### config.mk
export PLATFORM = sky130hd
export DESIGN_NAME = uart_tx_buffered
export DESIGN_NICKNAME = d
export VERILOG_FILES = /design/src/rtl/uart_pkg.sv /design/src/rtl/uart_tx_fifo.sv /design/src/rtl/uart_tx_buffered.sv
export SDC_FILE = /design/constraint.sdc
export NUM_CORES = 1
export LEC_CHECK = 0
export ABC_AREA = 1
export CELL_PAD_IN_SITES_DETAIL_PLACEMENT = 1
export CELL_PAD_IN_SITES_GLOBAL_PLACEMENT = 1
export CORE_ASPECT_RATIO = 1.1
export CORE_MARGIN = 10
export CORE_UTILIZATION = 25
export CTS_BUF_LIST = sky130_fd_sc_hd__clkbuf_2 sky130_fd_sc_hd__clkbuf_4 sky130_fd_sc_hd__clkbuf_8
export CTS_CLUSTER_DIAMETER = 120
export CTS_CLUSTER_SIZE = 20
export DETAILED_ROUTE_END_ITERATION = 8
export GPL_ROUTABILITY_DRIVEN = 0
export HOLD_SLACK_MARGIN = 0.15
export PLACE_DENSITY = 0.53
export SYNTH_ARGS = -nofsm -noshare
export SYNTH_HDL_FRONTEND = slang
export SYNTH_SLANG_ARGS = --single-unit
### constraint.sdc
create_clock -name CLK -period 2.95 [get_ports CLK]
set_input_delay 0.59 -clock CLK [delete_from_list [all_inputs] [get_ports CLK]]
set_output_delay 0.59 -clock CLK [all_outputs]
set_load 0.03 [all_outputs]
### src/rtl/uart_pkg.sv
// Shared types, constants and timing helpers for the buffered UART transmitter.
package uart_pkg;

    typedef enum logic [2:0] {
        IDLE,
        START,
        DATA,
        PARITY,
        STOP
    } tx_state_e;

    localparam int unsigned FRAME_DATA_BITS = 8;
    localparam logic        START_BIT       = 1'b0;
    localparam logic        STOP_BIT        = 1'b1;

    // Clock cycles per serial bit (integer division, remainder dropped)
    function automatic int unsigned symbol_edge_time(input int unsigned clock_freq,
                                                     input int unsigned baud_rate);
        return clock_freq / baud_rate;
    endfunction

    function automatic int unsigned baud_cnt_width(input int unsigned set);
        return $clog2(set) + 1;
    endfunction

endpackage

### src/rtl/uart_tx_fifo.sv
// Small first-word-fall-through byte FIFO with occupancy counter and wrapping pointers.
module uart_tx_fifo #(
    parameter int unsigned DEPTH = 4,
    parameter int unsigned WIDTH = 8
) (
    input  logic             clk,
    input  logic             rst_n,
    input  logic             push,
    input  logic             pop,
    input  logic [WIDTH-1:0] din,
    output logic [WIDTH-1:0] dout,
    output logic             full,
    output logic             empty
);

    localparam int unsigned AW = (DEPTH > 1) ? $clog2(DEPTH) : 1;
    localparam int unsigned CW = $clog2(DEPTH) + 1;

    logic [WIDTH-1:0] mem [DEPTH];
    logic [AW-1:0]    wr_ptr;
    logic [AW-1:0]    rd_ptr;
    logic [CW-1:0]    count;
    logic             do_push;
    logic             do_pop;

    assign full    = (count == CW'(DEPTH));
    assign empty   = (count == '0);
    assign do_push = push & ~full;
    assign do_pop  = pop & ~empty;
    assign dout    = mem[rd_ptr];

    // Storage needs no reset: entries are only read once written
    always_ff @(posedge clk) begin
        if (do_push) begin
            mem[wr_ptr] <= din;
        end
    end

    always_ff @(posedge clk or negedge rst_n) begin
        if (!rst_n) begin
            wr_ptr <= '0;
            rd_ptr <= '0;
            count  <= '0;
        end else begin
            if (do_push) begin
                wr_ptr <= wr_ptr + AW'(1);
            end
            if (do_pop) begin
                rd_ptr <= rd_ptr + AW'(1);
            end
            case ({do_push, do_pop})
                2'b10:   count <= count + CW'(1);
                2'b01:   count <= count - CW'(1);
                default: count <= count;
            endcase
        end
    end

endmodule

### src/rtl/uart_tx_buffered.sv
// Buffered UART transmitter: FIFO front end plus 8N1 serialiser on SOut.
// Optional even parity bit when UART_TX_PARITY_EN is defined.
module uart_tx_buffered
    import uart_pkg::*;
#(
    parameter int unsigned CLOCK_FREQ = 50_000_000,
    parameter int unsigned BAUD_RATE  = 115_200,
    parameter int unsigned FIFO_DEPTH = 4
) (
    input  logic       CLK,
    input  logic       reset,
    input  logic [7:0] DataIn,
    input  logic       DataInValid,
    output logic       DataInReady,
    output logic       SOut,
    output logic       TxBusy
);

    localparam int unsigned SET = symbol_edge_time(CLOCK_FREQ, BAUD_RATE);
    localparam int unsigned CW  = baud_cnt_width(SET);
    localparam int unsigned BW  = $clog2(FRAME_DATA_BITS);
    localparam logic [CW-1:0] BAUD_RELOAD = CW'(SET - 1);
    localparam logic [BW-1:0] LAST_BIT    = BW'(FRAME_DATA_BITS - 1);

    tx_state_e            state_q, state_d;
    logic [CW-1:0]        baud_q, baud_d;
    logic [BW-1:0]        bit_q, bit_d;
    logic [7:0]           shift_q, shift_d;
    logic                 sout_q, sout_d;
    logic                 baud_done;
    logic                 start_frame;
    logic                 fifo_push;
    logic                 fifo_pop;
    logic                 fifo_full;
    logic                 fifo_empty;
    logic [7:0]           fifo_dout;
`ifdef UART_TX_PARITY_EN
    logic                 parity_q, parity_d;
`endif

    assign DataInReady = ~fifo_full;
    assign fifo_push   = DataInValid & ~fifo_full;
    assign TxBusy      = (state_q != IDLE) | ~fifo_empty;
    assign SOut        = sout_q;
    assign baud_done   = (baud_q == '0);

    uart_tx_fifo #(
        .DEPTH (FIFO_DEPTH),
        .WIDTH (8)
    ) u_fifo (
        .clk   (CLK),
        .rst_n (reset),
        .push  (fifo_push),
        .pop   (fifo_pop),
        .din   (DataIn),
        .dout  (fifo_dout),
        .full  (fifo_full),
        .empty (fifo_empty)
    );

    // Next-state, baud/bit counters and the registered line value
    always_comb begin
        state_d     = state_q;
        baud_d      = baud_done ? baud_q : baud_q - CW'(1);
        bit_d       = bit_q;
        shift_d     = shift_q;
        start_frame = 1'b0;
        fifo_pop    = 1'b0;
        sout_d      = STOP_BIT;
`ifdef UART_TX_PARITY_EN
        parity_d    = parity_q;
`endif

        case (state_q)
            IDLE: begin
                start_frame = ~fifo_empty;
            end
            START: begin
                if (baud_done) begin
                    baud_d  = BAUD_RELOAD;
                    bit_d   = '0;
                    state_d = DATA;
                end
            end
            DATA: begin
                if (baud_done) begin
                    baud_d  = BAUD_RELOAD;
                    shift_d = shift_q >> 1;
                    if (bit_q == LAST_BIT) begin
`ifdef UART_TX_PARITY_EN
                        state_d = PARITY;
`else
                        state_d = STOP;
`endif
                    end else begin
                        bit_d = bit_q + BW'(1);
                    end
                end
            end
`ifdef UART_TX_PARITY_EN
            PARITY: begin
                if (baud_done) begin
                    baud_d  = BAUD_RELOAD;
                    state_d = STOP;
                end
            end
`endif
            STOP: begin
                if (baud_done) begin
                    state_d     = IDLE;
                    start_frame = ~fifo_empty;
                end
            end
            default: begin
                state_d = IDLE;
            end
        endcase

        // Shared by IDLE and end-of-stop so frames can run back to back
        if (start_frame) begin
            fifo_pop = 1'b1;
            shift_d  = fifo_dout;
            baud_d   = BAUD_RELOAD;
            state_d  = START;
`ifdef UART_TX_PARITY_EN
            parity_d = ^fifo_dout;
`endif
        end

        case (state_d)
            START:   sout_d = START_BIT;
            DATA:    sout_d = shift_d[0];
`ifdef UART_TX_PARITY_EN
            PARITY:  sout_d = parity_d;
`endif
            default: sout_d = STOP_BIT;
        endcase
    end

    always_ff @(posedge CLK or negedge reset) begin
        if (!reset) begin
            state_q  <= IDLE;
            baud_q   <= '0;
            bit_q    <= '0;
            shift_q  <= '0;
            sout_q   <= STOP_BIT;
`ifdef UART_TX_PARITY_EN
            parity_q <= 1'b0;
`endif
        end else begin
            state_q  <= state_d;
            baud_q   <= baud_d;
            bit_q    <= bit_d;
            shift_q  <= shift_d;
            sout_q   <= sout_d;
`ifdef UART_TX_PARITY_EN
            parity_q <= parity_d;
`endif
        end
    end

endmodule
# == After elaboration in Yosys (flattened, before gate mapping) ==
# Memory sizes are Yosys's and may differ from the RTL's.
# Index checks and enable logic that the tools add are counted.
# word_totals
wordCells,69
inputBits,11
ramBits,32
memories,1
output_inout_bits,3
regBits,32
# classes
add_sub_neg,6
bitwise,6
mux,24
reduce_logical,11
n_eq_ne,12
# memory_table
memory,words,width,rd,rd_clocked_by_memory_dff,wr,line_no,text
u_fifo.mem,4,8,1,0,1,uart_tx_fifo.sv:19,logic [WIDTH-1:0] mem [DEPTH];
# op_table
cell,n
$mux W10,4
$mux W3,8
$mux W8,3
$pmux W3 S2,2
$pmux W3 S4,1
$logic_not A10 Y1,1
$sub A10 B1 Y10 const B,1
$eq A3 B3 Y1 const B,3
$reduce_bool A2 Y1,4
$add A3 B1 Y3 const B,2
$eq A3 B1 Y1 const B,2
$eq A3 B2 Y1 const B,2
$logic_not A3 Y1,2
$ne A2 B2 Y1 const B,3
$add A2 B1 Y2 const B,2
$mux W1,4
$pmux W1 S2,2
$reduce_and A4 Y1,1
$and A1 B1 Y1,3
$reduce_bool A3 Y1,1
$sub A3 B1 Y3 const B,1
$eq A2 B1 Y1 const B,1
$eq A2 B2 Y1 const B,1
$not A1 Y1,2
3 further kinds,3

# == Longest topological paths before layout ==
# Gate-level depths: netlist (run 1).
# depth
ltp_word,8
ltp_mapped,11

# == Modules after synthesis ==
# A second synthesis (run 1) with hierarchy kept.
# hier_totals
cells_unflattened,333
hier_area_um2,3149.3
# by_module_without_submodules
module,seq_area_each_um2,area_each_um2,instances,cells_each
uart_tx_fifo,1136.1,1751.7,1,154
uart_tx_buffered,626.9,1397.6,1,179

# == Least setup slack after synthesis (run 1) ==
# No wires, ideal clock.
# synth_timing
kind,register to register
from,reg baud_q[0]
to,reg u_fifo.count[1]
required_time_ns,2.825
setup_time_ns,0.125
t_arrival_ns,2.043
slack_ns,0.783
path_stages_with_launch,10
cell_sequence,dfrtp_1 -> inv_1 -> ha_1 -> nand2_1 -> nor2_2 -> nand3_4 -> a21boi_4 -> ha_1 -> fa_1 -> mux2_2
# synth_via
elab_chain_cells,7
elab_cells_between_ends,9
cone_classes,eq/ne: 2; mux: 4; bitwise: 1; reduce/logical: 2
# synth_lines
element,line_no,text
from (decl),uart_tx_buffered.sv:26,"logic [CW-1:0] baud_q, baud_d;"
from (signal assigned),uart_tx_buffered.sv:152,baud_q <= baud_d;
$logic_not A10 Y1 *,uart_tx_buffered.sv:45,assign baud_done = (baud_q == '0);
$mux W1 *,uart_tx_buffered.sv:109,if (baud_done) begin
$pmux W1 S2 *,uart_tx_buffered.sv:74,case (state_q)
$mux W1 *,uart_tx_buffered.sv:120,if (start_frame) begin
$and A1 B1 Y1 *,uart_tx_fifo.sv:29,assign do_pop = pop & ~empty;
via u_fifo.do_pop,uart_tx_fifo.sv:24,logic do_pop;
$eq A2 B1 Y1 / $eq A2 B2 Y1 (equally long branches),uart_tx_fifo.sv:51,"case ({do_push, do_pop})"
$pmux W3 S2 / $reduce_bool A2 Y1 (equally long branches),-,
to (signal assigned),uart_tx_fifo.sv:52,2'b10: count <= count + CW'(1);
to (signal assigned),uart_tx_fifo.sv:53,2'b01: count <= count - CW'(1);
to (signal assigned),uart_tx_fifo.sv:54,default: count <= count;
to (decl),uart_tx_fifo.sv:22,logic [CW-1:0] count;
# Mark *: on every way through the listed nets, which the timed path passes. The rest lies on a longest branch.
# A chain may end at the register's enable or synchronous reset.

# == Final worst setup path (run 1) ==
# layout_timing
from,reg u_fifo.count[0]
to,out TxBusy
# layout_via
elab_chain_cells,3
# layout_lines
element,line_no,text
$logic_not A3 Y1,uart_tx_fifo.sv:27,assign empty = (count == '0);
$not A1 Y1,uart_tx_buffered.sv:43,assign TxBusy = (state_q != IDLE) | ~fifo_empty;
$or A1 B1 Y1,uart_tx_buffered.sv:43,
to (decl),uart_tx_buffered.sv:16,output logic TxBusy
# No other way between the ends.

==> summary by stage, run 1 <==
Clock tree
The clock passes through at most 2 buffers. The post-CTS repair timing setup buffer count is 0. Clock-pin slew was measured on the worst setup and hold paths at 0.07 ns. The clock root buffer is sky130_fd_sc_hd__clkbuf_8. Hold repair after CTS inserted 0 buffers.

The tree built by TritonCTS fans out to 64 sinks. The number of gates resized after cts is 0. TritonCTS built the clock tree. The deepest level of the CTS H-tree is 3. The clock network latency to the later pin of the worst-skew pair is 0.34 ns. The number of buffers created by CTS is 9.

Timing
The worst path uses 84.5% of the clock period. The actual slew at the worst max-slew pin is 0.447 ns. The worst-case headroom to the max-slew limit is 70.2%. The count of final max-slew check failures came to 0. Setup slack on the critical path of the routed design comes to 0.456 ns. The highest attainable clock frequency is 401 MHz. The final setup skew is 0.00931 ns. Setup repair after global routing left no endpoint under its margin. Across all hold checks on the routed design, the worst slack comes to 0.491 ns.

Subtracting the final worst setup slack from the clock period gives 2.49 ns. The count of endpoints failing hold in the final timing report is 0. After routing, the total negative slack on setup checks comes to 0 ns. Setup violations remaining at the end of the flow were counted as 0.

Yosys
The share of flip-flops with an asynchronous set or reset after synthesis is 50.0%. The number of enable-type register cells in the synthesized netlist is 32. The number of synthesized register bits is 64. The warning count from the yosys run is 0. The post-synthesis area per instance is 9.81 µm². The synthesized cell area is 3110 µm². In the post-synthesis netlist, the biggest area contributors are sky130_fd_sc_hd__edfxtp_1 (31%), sky130_fd_sc_hd__dfrtp_1 (25%), sky130_fd_sc_hd__nand2_1 (9.4%). Among all cell types in the netlist, the one instantiated most often is sky130_fd_sc_hd__nand2_1. Among all flip-flop cells after synthesis, the most frequent one is sky130_fd_sc_hd__edfxtp_1.

By count the netlist is led by sky130_fd_sc_hd__nand2_1 (78), sky130_fd_sc_hd__inv_1 (41), sky130_fd_sc_hd__edfxtp_1 (32). Of the synthesized area, sequential elements account for 56.7%. After synthesis, the largest area contributor takes up 30.9% of total cell area. The biggest area consumer among synthesized cells is sky130_fd_sc_hd__edfxtp_1. The number of nets in the synthesized netlist is 338.

In this run, distinct cell masters in the synthesized netlist total 34. In the synthesized netlist, the number of instances is 317.

Setup path
On the critical path the largest part of the delay comes from buffers and inverters. For this design, the slowest cell found on the critical path is sky130_fd_sc_hd__clkdlybuf4s50_1. The launch point of the worst reg-to-reg path is baud_q[0]$_DFF_PN0_. The biggest fanout along the worst timing path is 4. The capturing element type of the critical path is a primary output. The critical path ends at TxBusy. The element type at the critical path start is a flip-flop. Together, buffers and inverters on the worst path number 1.

The number of cell instances on the worst register-to-register path is 9. Walking the worst path, the cells encountered are nor3_2, nand3_1, clkdlybuf4s50_1. The data arrival time of the worst path is 1.90 ns.

The required time at the worst-slack endpoint is 2.36 ns. The internal reg-to-reg setup slack is 0.49 ns. The most critical setup path has its startpoint at u_fifo.count[0]$_DFFE_PN0P_.

The type of the setup path with the least slack is flip-flop to primary output. In this design, the stage delay of the slowest critical-path cell is 0.63 ns. The capture instance of the worst register-to-register path is u_fifo.count[1]$_DFFE_PN0P_. The critical path crosses 3 cells after its start point.

Routing
After detailed routing, the average wire length per cell comes to 13.2 µm. The starting DRC count in detailed routing is 74. The total vias in the final route is 2,143.

The total DRC errors in the routed layout is 0. The routed design has 6.61 mm of wire. The detail route stage leaves a number of antenna-violating nets equal to 0.

The per-cell via count in the routed design is 4.29. The total iterations of the first detailed-routing run is 4.

Floorplan
The die is 126 µm wide. The vertical extent of the die is 137 µm. The count of pins on the block boundary is 14.

The die area is 17,300 µm². The number of rows created at floorplan is 42. The effective utilization at floorplan is 25.7%.

The core area is 12,100 µm².

Power and ir drop
IR analysis of the VDD net gives a maximum drop of 349 µV. The combinational cell fraction of total power is 33.7%. For this design the ratio of total power to cell area is 852 nW/µm². The sequential cell fraction of total power is 45.5%. The analysis attributes to net switching a power of 1.16 mW. The leakage power figure is 1.55 nW. The cell internal power dissipation is 1.91 mW.

In this run switching power makes up 37.8% of total power. The relative contribution of the clock network to total power is 20.8%.

Final layout
0 antenna diodes ended up in the layout. The post-route netlist has 14.2% of its cells at a drive strength greater than 1. The end-of-flow core utilization is 29.8%. The layout has 1,390 filler cells.

At the end of the flow, the number of nets in the layout was 362. The area added between synthesis and finish is 15.7%.

Global routing
Global routing finished with a remaining overflow of 0. For this run, the total global-route usage over all layers was measured as 8.43%. The number of antenna violations at the first check in global routing is 0. The first global-routing pass estimated 11.6 mm of wire.

The via count of the first global-routing pass came to 2,353. Entering global routing, the biggest net connects 33 pins.

Status
The run finished with clean final reports.

Place
The quantity of I/O buffers inserted on ports is 13. The post-detailed-placement half-perimeter wirelength is 4.85 mm. The post-place setup slack is 0.460 ns.

Min path
The tightest min-delay check is of the flip-flop to flip-flop type.

Run
The tool flagged a number of max-cap violations equal to 0.
worst reg2reg max path, stage by stage, from the launching register on:
cell                       delay (ns)
sky130_fd_sc_hd__dfrtp_1         0.38
sky130_fd_sc_hd__inv_1           0.12
sky130_fd_sc_hd__ha_1            0.20
sky130_fd_sc_hd__nand2_1         0.09
sky130_fd_sc_hd__nor2_2          0.13
sky130_fd_sc_hd__nand3_4         0.21
sky130_fd_sc_hd__a21boi_4        0.30
sky130_fd_sc_hd__ha_1            0.24
sky130_fd_sc_hd__fa_1            0.42
sky130_fd_sc_hd__mux2_2          0.26
placed cells by master, fill, tap and decap left out, drive strengths merged:
cell type      instances
nor2                  28
a21o                   1
clkinv                 7
fa                     1
clkbuf                10
clkdlybuf4s50         13
xnor2                  4
nand4                  3
nand3                 29
mux2                   1
o22ai                  3
inv                   49
xor2                   3
buf                    6
o21ai                 16
a21boi                 1
a21oi                  5
nand2                 82
o211ai                10
edfxtp                32
ha                     9
dfstp                  1
nor3                   1
dfrtp                 31
flip-flops by register name (all words and copies together) (netlist names):
| signal | count |
|---|---|
| u_fifo.rd_ptr | 2 |
| shift_q | 8 |
| state_q | 3 |
| u_fifo.wr_ptr | 2 |
| u_fifo.count | 3 |
| baud_q | 10 |
| bit_q | 3 |
| u_fifo.mem | 32 |
| SOut | 1 |
layer usage:
metal | part of all wire, % | up-vias | track usage, %
li1 | - | 1076 | -
met1 | 48 | 1043 | 9.99
met2 | 49 | 18 | 13.7
met3 | 2.4 | 6 | 2.83
met4 | 1.2 | 0 | 3.54
met5 | 0 | - | 0
logic make-up (layout without fill, tap and decap cells):
kind of cell	count (synthesis)	after routing	share of synthesized area, %
AOI/OAI and AO/OA	36	36	7.53
muxes	1	1	0.362
and+or+nand+nor	143	143	21.8
xor gates and xnor gates	7	7	1.97
buffers and inverters	56	85	7.40
adders and majority gates	10	10	4.27
DFF	64	64	56.7
metrics by stage:
step	power [mW]	cells	cell area, µm²
floorplan	2.16	317	3110
global placement	2.46	484	3440
detailed placement	2.49	484	3440
CTS	3.15	500	3600
global route	3.39	500	3600
finish	3.07	500	3600
worst min path at each step:
stage          cells after the start                  from                   end  slack [ns]
2_1_floorplan                      0                 reset   baud_q[0]$_DFF_PN0_        0.29
3_3_place_gp                       2  bit_q[1]$_DFFE_PN0P_  bit_q[1]$_DFFE_PN0P_        0.47
3_5_place_dp                       2  bit_q[1]$_DFFE_PN0P_  bit_q[1]$_DFFE_PN0P_        0.48
4_1_cts                            2  bit_q[1]$_DFFE_PN0P_  bit_q[1]$_DFFE_PN0P_        0.50
5_1_grt                            2  bit_q[1]$_DFFE_PN0P_  bit_q[1]$_DFFE_PN0P_        0.53
6_report                           2  bit_q[1]$_DFFE_PN0P_  bit_q[1]$_DFFE_PN0P_        0.49
area by class of cell:
cell class                 count  area [µm²]  share of cell area [%]
clock inverter                 6        27.5                   0.765
inverter                      50         193                    5.35
tap                          154         193                    5.35
clock buffer                  10         131                    3.65
sequential                    64        1760                    49.0
multi-input combinational    197        1120                    31.0
timing repair buffer          19         175                    4.87
power by group through the flow:
stage	clock (mW)	combinational [mW]	sequential (mW)
5_1_grt	0.731	1.22	1.43
3_3_place_gp	0	1.05	1.41
6_report	0.637	1.03	1.40
4_1_cts	0.671	1.07	1.40
3_5_place_dp	0	1.07	1.42
2_1_floorplan	0	0.817	1.35
No activity file was read; power rests on OpenSTA's default activity.
==> run 2: changes to the inputs <==
- PLACE_DENSITY: 0.53 -> 0.55
- clock period: 2.95 -> 2.1 ns (I/O delays scaled with it)
==> run 2 against run 1 <==
Against the previous run:
- global-route usage shrank 0.091 points
- clock power grew 120%
- critical path depth grew 6
- utilization grew 1.7 points
- clock skew is essentially flat
- count of clock-buffer cells in the layout shrank 1
- final area grew 5.6%
- largest power group unchanged
==> summary by stage, run 2 (synthesis gave the netlist of run 1 again) <==
Status
The flow ran to the end, and the final reports show no timing, DRC or antenna violations.

Setup path
The worst setup path is captured at a flip-flop. The worst setup path is launched from a flip-flop. The biggest fanout along the worst timing path was 3 (-1). The launch point of the worst reg-to-reg path is baud_q[0]$_DFF_PN0_. The data arrival time of the worst path is 2.24 ns (+0.34 ns).

In this run the critical register-to-register path is captured at u_fifo.count[1]$_DFFE_PN0P_. The required time at the worst-slack endpoint is 2.33 ns (-0.03 ns). The internal reg-to-reg setup slack was 0.09 ns (-0.40 ns).

The number of cell instances on the worst register-to-register path is 9 (unchanged). The type of the setup path with the least slack is flip-flop to flip-flop.

Power and ir drop
The sequential cell fraction of total power came to 38.8% (-6.7 points). The relative contribution of the clock network to total power came to 28.1% (+7.3 points). The combinational cell fraction of total power is 33.1% (-0.6 points). The switching share of power came to 34.5% (-3.3 points).

The total power divided by cell area came to 1310 nW/µm² (+53%). The worst ir drop on vdd is 577 µV (+65%). The switching power total is 1.71 mW (+48%). The post-route total power was 4.97 mW (+62%). The cell internal power dissipation is 3.25 mW (+71%). The leakage power figure is 1.63 nW (+5.4%).

Timing
The count of final setup violators was 0 (unchanged). The actual slew at the worst max-slew pin is 0.443 ns (-0.00329 ns). The worst-case headroom to the max-slew limit is 70.4% (+0.22 points).

The final hold slack was 0.490 ns (-0.00132 ns). The shortest period the worst path allows is 2.01 ns. For this run, the top clock speed supported by timing is 498 MHz. The count of final max-slew check failures is 0 (unchanged). The count of endpoints failing hold in the final timing report is 0 (unchanged).

The final setup skew was 0.00902 ns (-0.000289 ns). The share of the clock period used by the worst path after layout is 95.6%.

Place
The post-detailed-placement half-perimeter wirelength is 4.86 mm (+0.10%). The quantity of I/O buffers inserted on ports is 13 (unchanged). The cell area after placement is 3530 µm² (+2.5%).

Routing
The total vias in the final route was 2,161 (+0.84%). The total iterations of the first detailed-routing run is 4 (unchanged). The per-cell via count in the routed design came to 4.25 (-0.75%). The average wire length per cell after detail routing is 13.1 µm (-0.61%).

The count of antenna-violating nets left after detailed routing is 0 (unchanged). The total length of routed wires is 6.67 mm (+0.98%). The total DRC errors in the routed layout is 0 (unchanged). The starting DRC count in detailed routing is 71 (-4.1%).

Global routing
The global routing usage summed across all routing layers is 8.34% (-0.091 points). The via count of the first global-routing pass is 2,357 (+0.17%). The wire length of the first global-routing pass is 11.5 mm (-0.42%). The number of antenna violations at the first check in global routing is 0 (unchanged). The maximum number of pins on one net before global-route repair is 33 (unchanged).

The total congestion overflow after global routing is 0 (unchanged).

Floorplan
The core area is 12,100 µm² (unchanged). The count of pins on the block boundary is 14 (unchanged). The horizontal extent of the die came to 126 µm (unchanged). The vertical extent of the die is 137 µm (unchanged). The effective utilization at floorplan came to 25.7% (unchanged).

The number of rows created at floorplan is 42 (unchanged). The die area is 17,300 µm² (unchanged).

Final layout
Ranked by flip-flop count, first place goes to u_fifo.mem. The end-of-flow core utilization is 31.4% (+1.7 points). The share of cells above drive strength 1 is 17.8% (+3.6 points).

The net count reported at finish is 370 (+2.2%). The library cells used most frequently in the layout, excluding fill and tap cells, are sky130_fd_sc_hd__nand2_1 (77), sky130_fd_sc_hd__inv_1 (39), sky130_fd_sc_hd__edfxtp_1 (32). The largest registers in the layout are u_fifo.mem: 32 flops, baud_q: 10 flops, shift_q: 8 flops.

The combined area of the multi-input logic cells is 1160 µm² (+3.9%). The layout filler cell count is 1,409 (+1.4%). The area used by sequential logic in the layout was 1760 µm² (unchanged). Relative to the synthesized area, the layout overhead comes to 22.2%.

The flip-flop count of the largest register after layout came to 32 (unchanged). The final standard cell area without fillers is 3800 µm² (+5.6%). The antenna diode instance count is 0 (unchanged). Leaving out fill and tap cells, the most frequent cell in the layout is sky130_fd_sc_hd__nand2_1.

Clock tree
The number of buffers created by CTS is 9 (unchanged). The clock network latency to the later pin of the worst-skew pair is 0.35 ns (about the same). The deepest clock path buffer count is 2 (unchanged). The clock sink count came to 64 (unchanged). The deepest level of the CTS H-tree is 3 (unchanged). The hold-fix buffer count after cts was 0 (unchanged). The clock-pin slew on the worst setup and hold paths came to 0.08 ns (about the same). The post-CTS repair timing setup buffer count came to 0 (unchanged). The clock root buffer is sky130_fd_sc_hd__clkbuf_8. TritonCTS built the clock tree.

Run
The number of maximum-capacitance constraint violations was 0 (unchanged).

Min path
The class of the worst hold path is primary input to async pin.
-- run 2: power by group through the flow --
stage / Sequential (mW) / Combinational, mW / Clock, mW
after floorplan: 1.90 / 1.20 / 0
after global placement: 1.94 / 1.63 / 0
after detailed placement: 1.95 / 1.67 / 0
after CTS: 1.92 / 1.68 / 1.44
after global routing: 1.97 / 1.90 / 1.49
final: 1.93 / 1.64 / 1.39
-- run 2: per-stage QoR --
step / std cells / setup WS [ns] / setup TNS (ns)
4_1_cts: 508 / 0.0169 / 0
3_3_place_gp: 492 / 0.0850 / 0
3_5_place_dp: 492 / 0.0408 / 0
6_report: 508 / 0.0929 / 0
5_1_grt: 508 / -0.0170 / -0.0170
2_1_floorplan: 317 / 0.00443 / 0
-- run 2: metal layers --
| layer | wire length (µm) | vias to the layer above | GRT usage (%) |
|---|---|---|---|
| li1 | - | 1092 | - |
| met1 | 2950 | 1033 | 9.02 |
| met2 | 3450 | 25 | 15.0 |
| met3 | 152 | 11 | 1.97 |
| met4 | 122 | 0 | 4.18 |
| met5 | 0 | - | 0 |
-- run 2: area by class of cell --
| type | instances | area share, % |
|---|---|---|
| well taps | 154 | 5.07 |
| clock buffers | 9 | 3.26 |
| flip-flops and latches | 64 | 46.4 |
| clock inverters | 7 | 3.52 |
| multi-input cells | 197 | 30.5 |
| repair buffers | 27 | 6.13 |
| inverters | 50 | 5.07 |
-- run 2: worst max path at each step --
stage	from	to
2_1_floorplan	baud_q[0]$_DFF_PN0_	u_fifo.count[1]$_DFFE_PN0P_
3_3_place_gp	baud_q[1]$_DFF_PN0_	u_fifo.count[1]$_DFFE_PN0P_
3_5_place_dp	baud_q[0]$_DFF_PN0_	u_fifo.count[1]$_DFFE_PN0P_
4_1_cts	baud_q[0]$_DFF_PN0_	u_fifo.count[1]$_DFFE_PN0P_
5_1_grt	baud_q[0]$_DFF_PN0_	u_fifo.count[1]$_DFFE_PN0P_
6_report	baud_q[0]$_DFF_PN0_	u_fifo.count[1]$_DFFE_PN0P_
-- run 2: what timing repair did --
action | CTS | global route
endpoints found under the setup margin | 2 | 2
gates resized for setup | 2 | 2
pin swaps | 0 | 2
-- run 2: worst max-delay path, cell delays in order, from the launching register on --
cell	delay, ns
sky130_fd_sc_hd__dfrtp_1	0.40
sky130_fd_sc_hd__inv_2	0.09
sky130_fd_sc_hd__ha_4	0.15
sky130_fd_sc_hd__nand2_4	0.06
sky130_fd_sc_hd__nor2_4	0.11
sky130_fd_sc_hd__nand3_4	0.09
sky130_fd_sc_hd__a21boi_4	0.17
sky130_fd_sc_hd__ha_4	0.16
sky130_fd_sc_hd__fa_1	0.39
sky130_fd_sc_hd__mux2_2	0.26
